<file path="src/rtl/sdram_rd_arbiter_if.sv">
// sdram_rd_arbiter_if
//   Bundles the display, game and SDRAM-side signals of the SDRAM read arbiter.
//   slave  : the arbiter's view (requests in, data/strobes out)
//   master : the surrounding logic's view (LCD timing, game logic, SDRAM model)
//   Display : iDISP_RD/iDISP_ADDR in, oDISP_DATA/oDISP_VALID out
//   Game    : iGAME_REQ/ADDR/LEN in, oGAME_ACK/DATA/VALID/DONE out
//   Timing  : iFREE_CNT = cycles until the display next reads
//   SDRAM   : oMEM_RD/oMEM_ADDR out, iMEM_DATA in
//   Status  : oCONFLICT, oLEN_ERR (sticky)
interface sdram_rd_arbiter_if #(
  parameter int ADDR_W = 23,
  parameter int DATA_W = 32
);
  logic              iDISP_RD;
  logic [ADDR_W-1:0] iDISP_ADDR;
  logic [DATA_W-1:0] oDISP_DATA;
  logic              oDISP_VALID;
  logic [10:0]       iFREE_CNT;
  logic              iGAME_REQ;
  logic [ADDR_W-1:0] iGAME_ADDR;
  logic [4:0]        iGAME_LEN;
  logic              oGAME_ACK;
  logic [DATA_W-1:0] oGAME_DATA;
  logic              oGAME_VALID;
  logic              oGAME_DONE;
  logic              oMEM_RD;
  logic [ADDR_W-1:0] oMEM_ADDR;
  logic [DATA_W-1:0] iMEM_DATA;
  logic              oCONFLICT;
  logic              oLEN_ERR;

  modport slave (
    input  iDISP_RD, iDISP_ADDR, iFREE_CNT, iGAME_REQ, iGAME_ADDR, iGAME_LEN, iMEM_DATA,
    output oDISP_DATA, oDISP_VALID, oGAME_ACK, oGAME_DATA, oGAME_VALID, oGAME_DONE,
           oMEM_RD, oMEM_ADDR, oCONFLICT, oLEN_ERR
  );

  modport master (
    output iDISP_RD, iDISP_ADDR, iFREE_CNT, iGAME_REQ, iGAME_ADDR, iGAME_LEN, iMEM_DATA,
    input  oDISP_DATA, oDISP_VALID, oGAME_ACK, oGAME_DATA, oGAME_VALID, oGAME_DONE,
           oMEM_RD, oMEM_ADDR, oCONFLICT, oLEN_ERR
  );
endinterface

</file>
<file path="src/rtl/sdram_rd_arbiter.sv">
// sdram_rd_arbiter
//   Shares the single SDRAM read port between the display refresh path
//   (absolute priority, never stalled) and atomic game read bursts that are
//   only started when they fit before the next display read.
//   Ports:
//     iCLK  - LCD/system clock
//     iRST  - synchronous reset, active-high
//     bus   - sdram_rd_arbiter_if.slave (display, game, SDRAM, status)
//   Read data is routed back by an owner tag that travels alongside each
//   issued read; the tag reaches the output stage exactly when iMEM_DATA
//   for that read is valid, so data is forwarded combinationally.
module sdram_rd_arbiter #(
  parameter int ADDR_W    = 23,
  parameter int DATA_W    = 32,
  parameter int RD_LAT    = 2,
  parameter int MAX_BURST = 16
) (
  input  logic iCLK,
  input  logic iRST,
  sdram_rd_arbiter_if.slave bus
);
  typedef enum logic [1:0] {IDLE, BURST, DRAIN, LERR} state_t;

  localparam logic [5:0]  MAXB = 6'(MAX_BURST);
  localparam logic [11:0] SLACK = 12'(RD_LAT + 1);

  state_t            state, state_d;
  logic [ADDR_W-1:0] gaddr, gaddr_d;
  logic [4:0]        rem, rem_d;
  logic              mem_rd, mem_rd_d;
  logic [ADDR_W-1:0] mem_addr, mem_addr_d;
  logic              ack, ack_d, done, done_d;
  logic              conflict, conflict_d, len_err, len_err_d;
  logic              issue_game;
  // Stage 0 lines up with oMEM_RD; stage RD_LAT lines up with iMEM_DATA.
  logic [RD_LAT:0]   vld_pipe, own_pipe;   // own: 1 = game, 0 = display
  logic              disp_v, game_v;
  logic              can_accept, len_ok, game_early;
  logic [11:0]       need;

  assign need       = 12'(bus.iGAME_LEN) + SLACK;
  assign can_accept = bus.iGAME_REQ & ~bus.iDISP_RD & ({1'b0, bus.iFREE_CNT} >= need);
  assign len_ok     = (bus.iGAME_LEN != 5'd0) && ({1'b0, bus.iGAME_LEN} <= MAXB);
  // Game reads still short of the output stage. When none remain, the last
  // game word (if any) is on oGAME_VALID this cycle, so DONE lands right after.
  assign game_early = |(vld_pipe[RD_LAT-1:0] & own_pipe[RD_LAT-1:0]);

  always_comb begin
    state_d    = state;
    gaddr_d    = gaddr;
    rem_d      = rem;
    ack_d      = 1'b0;
    done_d     = 1'b0;
    conflict_d = conflict;
    len_err_d  = len_err;
    issue_game = 1'b0;
    case (state)
      IDLE: if (can_accept) begin
        ack_d   = 1'b1;
        gaddr_d = bus.iGAME_ADDR;
        rem_d   = bus.iGAME_LEN;
        if (len_ok) state_d = BURST;
        else begin
          // Acked but no reads; LERR blocks re-accepting the still-held request.
          state_d   = LERR;
          len_err_d = 1'b1;
        end
      end
      BURST: if (bus.iDISP_RD) conflict_d = 1'b1;
      else begin
        issue_game = 1'b1;
        gaddr_d    = gaddr + ADDR_W'(1);
        rem_d      = rem - 5'd1;
        if (rem == 5'd1) state_d = DRAIN;
      end
      DRAIN: if (!game_early) begin
        done_d  = 1'b1;
        state_d = IDLE;
      end
      LERR: begin
        done_d  = 1'b1;
        state_d = IDLE;
      end
      default: state_d = IDLE;
    endcase
    mem_rd_d   = bus.iDISP_RD | issue_game;
    mem_addr_d = bus.iDISP_RD ? bus.iDISP_ADDR : (issue_game ? gaddr : mem_addr);
  end

  always_ff @(posedge iCLK) begin
    if (iRST) begin
      state    <= IDLE;
      gaddr    <= '0;
      rem      <= '0;
      mem_rd   <= 1'b0;
      mem_addr <= '0;
      ack      <= 1'b0;
      done     <= 1'b0;
      conflict <= 1'b0;
      len_err  <= 1'b0;
      vld_pipe <= '0;
      own_pipe <= '0;
    end else begin
      state    <= state_d;
      gaddr    <= gaddr_d;
      rem      <= rem_d;
      mem_rd   <= mem_rd_d;
      mem_addr <= mem_addr_d;
      ack      <= ack_d;
      done     <= done_d;
      conflict <= conflict_d;
      len_err  <= len_err_d;
      vld_pipe <= {vld_pipe[RD_LAT-1:0], mem_rd_d};
      own_pipe <= {own_pipe[RD_LAT-1:0], issue_game};
    end
  end

  assign disp_v = vld_pipe[RD_LAT] & ~own_pipe[RD_LAT];
  assign game_v = vld_pipe[RD_LAT] &  own_pipe[RD_LAT];

  assign bus.oMEM_RD     = mem_rd;
  assign bus.oMEM_ADDR   = mem_addr;
  assign bus.oDISP_VALID = disp_v;
  assign bus.oDISP_DATA  = disp_v ? bus.iMEM_DATA : '0;
  assign bus.oGAME_VALID = game_v;
  assign bus.oGAME_DATA  = game_v ? bus.iMEM_DATA : '0;
  assign bus.oGAME_ACK   = ack;
  assign bus.oGAME_DONE  = done;
  assign bus.oCONFLICT   = conflict;
  assign bus.oLEN_ERR    = len_err;
endmodule

</file>
<file path="src/flat_wrapper.sv">
// flat-port wrapper written by rule: the top's interface ports become plain ports
module sdram_rd_arbiter_flat 
#(
  parameter int ADDR_W    = 23,
  parameter int DATA_W    = 32,
  parameter int RD_LAT    = 2,
  parameter int MAX_BURST = 16
)
  (iCLK, iRST, bus_iDISP_RD, bus_iDISP_ADDR, bus_iFREE_CNT, bus_iGAME_REQ, bus_iGAME_ADDR, bus_iGAME_LEN, bus_iMEM_DATA, bus_oDISP_DATA, bus_oDISP_VALID, bus_oGAME_ACK, bus_oGAME_DATA, bus_oGAME_VALID, bus_oGAME_DONE, bus_oMEM_RD, bus_oMEM_ADDR, bus_oCONFLICT, bus_oLEN_ERR);
  sdram_rd_arbiter_if #(.ADDR_W(ADDR_W), .DATA_W(DATA_W)) bus_i ();
  input  logic iCLK;
  input  logic iRST;
  input wire logic [$bits(bus_i.iDISP_RD)-1:0] bus_iDISP_RD;
  input wire logic [$bits(bus_i.iDISP_ADDR)-1:0] bus_iDISP_ADDR;
  input wire logic [$bits(bus_i.iFREE_CNT)-1:0] bus_iFREE_CNT;
  input wire logic [$bits(bus_i.iGAME_REQ)-1:0] bus_iGAME_REQ;
  input wire logic [$bits(bus_i.iGAME_ADDR)-1:0] bus_iGAME_ADDR;
  input wire logic [$bits(bus_i.iGAME_LEN)-1:0] bus_iGAME_LEN;
  input wire logic [$bits(bus_i.iMEM_DATA)-1:0] bus_iMEM_DATA;
  output wire logic [$bits(bus_i.oDISP_DATA)-1:0] bus_oDISP_DATA;
  output wire logic [$bits(bus_i.oDISP_VALID)-1:0] bus_oDISP_VALID;
  output wire logic [$bits(bus_i.oGAME_ACK)-1:0] bus_oGAME_ACK;
  output wire logic [$bits(bus_i.oGAME_DATA)-1:0] bus_oGAME_DATA;
  output wire logic [$bits(bus_i.oGAME_VALID)-1:0] bus_oGAME_VALID;
  output wire logic [$bits(bus_i.oGAME_DONE)-1:0] bus_oGAME_DONE;
  output wire logic [$bits(bus_i.oMEM_RD)-1:0] bus_oMEM_RD;
  output wire logic [$bits(bus_i.oMEM_ADDR)-1:0] bus_oMEM_ADDR;
  output wire logic [$bits(bus_i.oCONFLICT)-1:0] bus_oCONFLICT;
  output wire logic [$bits(bus_i.oLEN_ERR)-1:0] bus_oLEN_ERR;
  assign bus_i.iDISP_RD = bus_iDISP_RD;
  assign bus_i.iDISP_ADDR = bus_iDISP_ADDR;
  assign bus_i.iFREE_CNT = bus_iFREE_CNT;
  assign bus_i.iGAME_REQ = bus_iGAME_REQ;
  assign bus_i.iGAME_ADDR = bus_iGAME_ADDR;
  assign bus_i.iGAME_LEN = bus_iGAME_LEN;
  assign bus_i.iMEM_DATA = bus_iMEM_DATA;
  assign bus_oDISP_DATA = bus_i.oDISP_DATA;
  assign bus_oDISP_VALID = bus_i.oDISP_VALID;
  assign bus_oGAME_ACK = bus_i.oGAME_ACK;
  assign bus_oGAME_DATA = bus_i.oGAME_DATA;
  assign bus_oGAME_VALID = bus_i.oGAME_VALID;
  assign bus_oGAME_DONE = bus_i.oGAME_DONE;
  assign bus_oMEM_RD = bus_i.oMEM_RD;
  assign bus_oMEM_ADDR = bus_i.oMEM_ADDR;
  assign bus_oCONFLICT = bus_i.oCONFLICT;
  assign bus_oLEN_ERR = bus_i.oLEN_ERR;
  sdram_rd_arbiter #(.ADDR_W(ADDR_W), .DATA_W(DATA_W), .RD_LAT(RD_LAT), .MAX_BURST(MAX_BURST)) u_core (.iCLK(iCLK), .iRST(iRST), .bus(bus_i));
endmodule
</file>
<file path="config.mk">
export PLATFORM = sky130hd
export DESIGN_NAME = sdram_rd_arbiter_flat
export DESIGN_NICKNAME = d
export VERILOG_FILES = /design/src/rtl/sdram_rd_arbiter_if.sv /design/src/rtl/sdram_rd_arbiter.sv /design/src/flat_wrapper.sv
export SDC_FILE = /design/constraint.sdc
export NUM_CORES = 1
export LEC_CHECK = 0
export ABC_AREA = 1
export CAP_MARGIN = 40
export CORE_MARGIN = 2
export CORE_UTILIZATION = 45
export CTS_CLUSTER_DIAMETER = 150
export CTS_CLUSTER_SIZE = 16
export DETAILED_ROUTE_END_ITERATION = 7
export GPL_TIMING_DRIVEN = 0
export PLACE_DENSITY_LB_ADDON = 0.15
export SETUP_SLACK_MARGIN = 0.3
export SYNTH_ARGS = -nofsm -noshare
export SYNTH_HDL_FRONTEND = slang
export SYNTH_SLANG_ARGS = --single-unit
</file>
<file path="constraint.sdc">
create_clock -name iCLK -period 4.5 [get_ports iCLK]
set_input_delay 0.45 -clock iCLK [delete_from_list [all_inputs] [get_ports iCLK]]
set_output_delay 0.45 -clock iCLK [all_outputs]
set_load 0.02 [all_outputs]
</file>
==> results.md <==
Yosys:
- Yosys mapped the design onto 27 distinct sky130hd cell types.
- Synthesis inferred 63 register bits.
- After synthesis the cells add up to 0.00413 sq mm.
- Synthesis produced a netlist whose cell count is 720.
- Of the synthesized area, sequential elements account for 30.5%.
- By area the synthesized netlist is led by dfxtp_1 31%, nand2_1 21%, nor2_1 16%.
- A synthesized cell averages 5.73 sq um.
- The top cell type's share of synthesized area is 30.5%.
- The post-synth net total is 828.
- For this run, the number of Yosys warnings is 0.
- The cell type contributing the most total cell area after synthesis is dfxtp_1.

Worst setup path:
- Across all register-to-register paths, the minimum setup slack is 2.60 ns.
- Of all nets on the critical path, the largest fanout is 10.
- Among all stages on the critical path, the largest delay is contributed by clkdlybuf4s50_1.
- Among cell families on the critical path, the largest total delay comes from buffers and inverters.
- At the worst endpoint, the required time is 4.78 ns.
- At the worst endpoint, the arrival time is 3.06 ns.
- The buffer and inverter count on the worst path is 4.
- The worst setup path is captured at a flip-flop.
- The worst setup path is of the input pin to flip-flop kind.
- The type of element launching the critical path is an input pin.
- In this design, the stage delay of the slowest critical-path cell is 0.46 ns.
- The worst reg2reg path startpoint is u_core.gaddr[0].
- The signal on the critical path passes through clkdlybuf4s50_1, inv_1, ha_1, nor3_1, xor2_1, ha_1, nand3_1, nor2_1, nand2_1, nand3_1, nand2_1, nand2_1, inv_2, buf_4, nor2_1, nor2_1.
- In this run the worst setup path begins at bus_iGAME_LEN[0].

Die:
- The floorplan step set the die width to 99.8 microns.
- The starting density of the core is 46.9%.
- The die footprint is 0.00996 sq mm.
- Measured along the y axis, the die boundary spans 99.8 microns.
- The number of placement rows is 34.
- The core region is 0.00881 sq mm.
- Pin placement for this block handled 192 I/O pins.

STA:
- Adding up every negative setup slack in the final design gives 0 ns.
- For the pin with the worst max-slew slack, the measured transition is 0.603 ns.
- The number of hold violations in the final report came to 0.
- The post-layout worst setup margin is 1.72 ns.
- Across the routed clock network, the largest skew measured is 0.00938 ns.
- The max-slew violation count is 0.
- Setup repair after global routing left no endpoint under its margin.
- The worst relative slew slack is 59.8%.
- The final-report setup violation count is 0.
- The ratio of final minimum period to clock period is 61.8%.
- The fmax is 359 MHz.
- The post-route minimum period is 2.78 ns.

Place:
- In this run the tool buffered the top-level ports with 189 buffer cells.
- Timing analysis after detailed placement gives a worst setup slack of 1.38 ns.
- The global placement routability congestion is 0.936.
- In this run the cell area measured after placement is 0.00616 sq mm.
- After legalization and detailed placement, the total HPWL measured 12,400 microns.

Clocking:
- In this run the deepest clock path goes through 2 buffers.
- The number of buffers added for setup after CTS is 0.
- The clock tree root driver cell is clkbuf_8.
- The TritonCTS clock tree is built.
- The count of H-tree levels built during CTS is 3.
- The total CTS buffers is 9.
- The post-cts repair resize count is 0.
- At the later pin of the worst-skew pair, clock insertion delay measures 0.35 ns.
- After clock tree synthesis, the clock-pin slew on the worst setup and hold paths is 0.07 ns.
- After clock tree synthesis, the flow added hold-fix buffers numbering 0.
- The CTS sink count is 63.

Run:
- Across the run, the number of max-cap violations was 0.

Worst hold path:
- The startpoint of the lowest-slack hold path is u_core.own_pipe[0].
- The tightest min-delay check is of the flip-flop to flip-flop type.

Final layout:
- The fraction of layout cells with a size suffix above 1 is 3.90%.
- Leaving out fill and tap cells, the most frequent cells in the layout are 235 x nand2_1, 189 x clkdlybuf4s50_1, 172 x nor2_1.
- The number of diodes is 0.
- The finished cells cover 0.00635 sq mm.
- The net count of the finished layout is 1,028.
- From synthesis to final layout, the design area changed by 53.9%.
- Leaving out fill and tap cells, the most frequent cell in the layout is nand2_1.

Global routing:
- The number of global-route vias before repair was 4,833.
- The wire length of the first global-routing pass is 24,300 microns.
- Summed over all layers, the global routing overflow is 0.
- The initial antenna violation count is 0.
- Global routing used 30.9% of the available tracks.
- The pin count of the biggest net entering global routing is 11.

Outcome:
- The run finished with clean final reports.

Drt:
- The detailed router finished its first iteration with 346 violations.
- The detailed-routing iteration count for the pre-antenna-repair pass is 5.
- The antenna violation net count after detailed routing is 0.
- The final route contains 5,187 vias.
- Dividing the detail-routed wire length by the instance count gives 15.0 microns.
- After detailed routing, the total wire length is 15,500 microns.
- The via count normalized by instance count is 5.03.
- The final routed DRC violation total is 0.

Pwr:
- VDD sags by at most 163 uV.
- Power comes to 1580 uW.
- For this design the static power due to leakage is 0.00282 uW.
- Dividing total power by cell area gives a power density of 248 mW/mm^2.
==> kinds of logic (layout without fill, tap and decap cells) <==
kind of cell	after synthesis	count (layout)	synth area share (%)
compound gates	51	51	7.12
fa+ha+maj	10	10	3.03
buf+inv	117	321	11.6
xor+xnor	9	9	1.91
flops	63	63	30.5
simple gates	470	470	45.8
==> flip-flops by register name, indices dropped and copies added (netlist names) <==
name and cells:
u_core.rem 5, u_core.bus.oCONFLICT 1, u_core.bus.oGAME_ACK 1, u_core.vld_pipe 3, u_core.bus.oGAME_DONE 1, u_core.state 2
u_core.bus.oMEM_ADDR 23, u_core.own_pipe 3, u_core.gaddr 23, u_core.bus.oLEN_ERR 1
==> cell usage after synthesis <==
master	instances
nand4_1	3
nor2_2	1
nor3b_1	1
a31oi_1	24
clkbuf_1	19
dfxtp_1	63
ha_1	10
a21oi_1	9
o22ai_1	1
nand3_1	44
o31ai_1	3
buf_4	3
nand3b_1	7
nand2_1	235
nor3_1	4
nor2b_1	1
nor2_1	172
buf_6	2
inv_1	79
o21ai_0	14
xor2_1	8
nor2_4	1
inv_2	4
buf_2	9
xnor2_1	1
inv_4	1
nor2_8	1
==> cell type report <==
type                    instances  area [sq um]
clock buffers                  12           155
plain buffers                  33           161
well taps                     108           135
flip-flops and latches         63          1260
fillers                       786          2450
clock inverters                 3          42.5
repair buffers                189          1890
inverters                      84           318
multi-input cells             540          2390
==> layer usage <==
layer  share of wire (%)  up-vias  wire length, microns  GRT usage, %
met5                   0        -                     0             0
met4                 2.4        0                   373          9.91
met3                 8.6       24                  1330          4.94
met2                  49      229                  7620          56.0
met1                  40     2313                  6130          37.4
li1                    -     2621                     -             -
==> path summary, 6_finish.rpt <==
path | to | cells after the start
worst min register to register | u_core.own_pipe[1] | 2
worst max-delay path | u_core.gaddr[4] | 16
worst max register to register | u_core.gaddr[12] | 10
worst min-delay path | u_core.own_pipe[1] | 2
==> worst register-to-register path: cells and delay by family, from the launching register on <==
| family | cells | cell delay (ns) |
|---|---|---|
| and+or+nand+nor | 8 | 0.83 |
| adders and majority gates | 1 | 0.25 |
| DFF | 1 | 0.50 |
| buffers and inverters | 1 | 0.22 |
==> report_power, final <==
group          internal [uW]  switching, uW
registers                601           46.8
clock network            282            228
logic                    197            221
total                   1080            496
==> stage by stage <==
step	hold slack, ns	utilization, %	cells
global placement	0.408	69.9	1017
floorplan	0.403	-	720
CTS	0.421	72.2	1032
detailed placement	0.411	69.9	1017
global route	0.451	72.2	1032
finish	0.422	72.2	1032
Power figures use the tool's default switching activity.
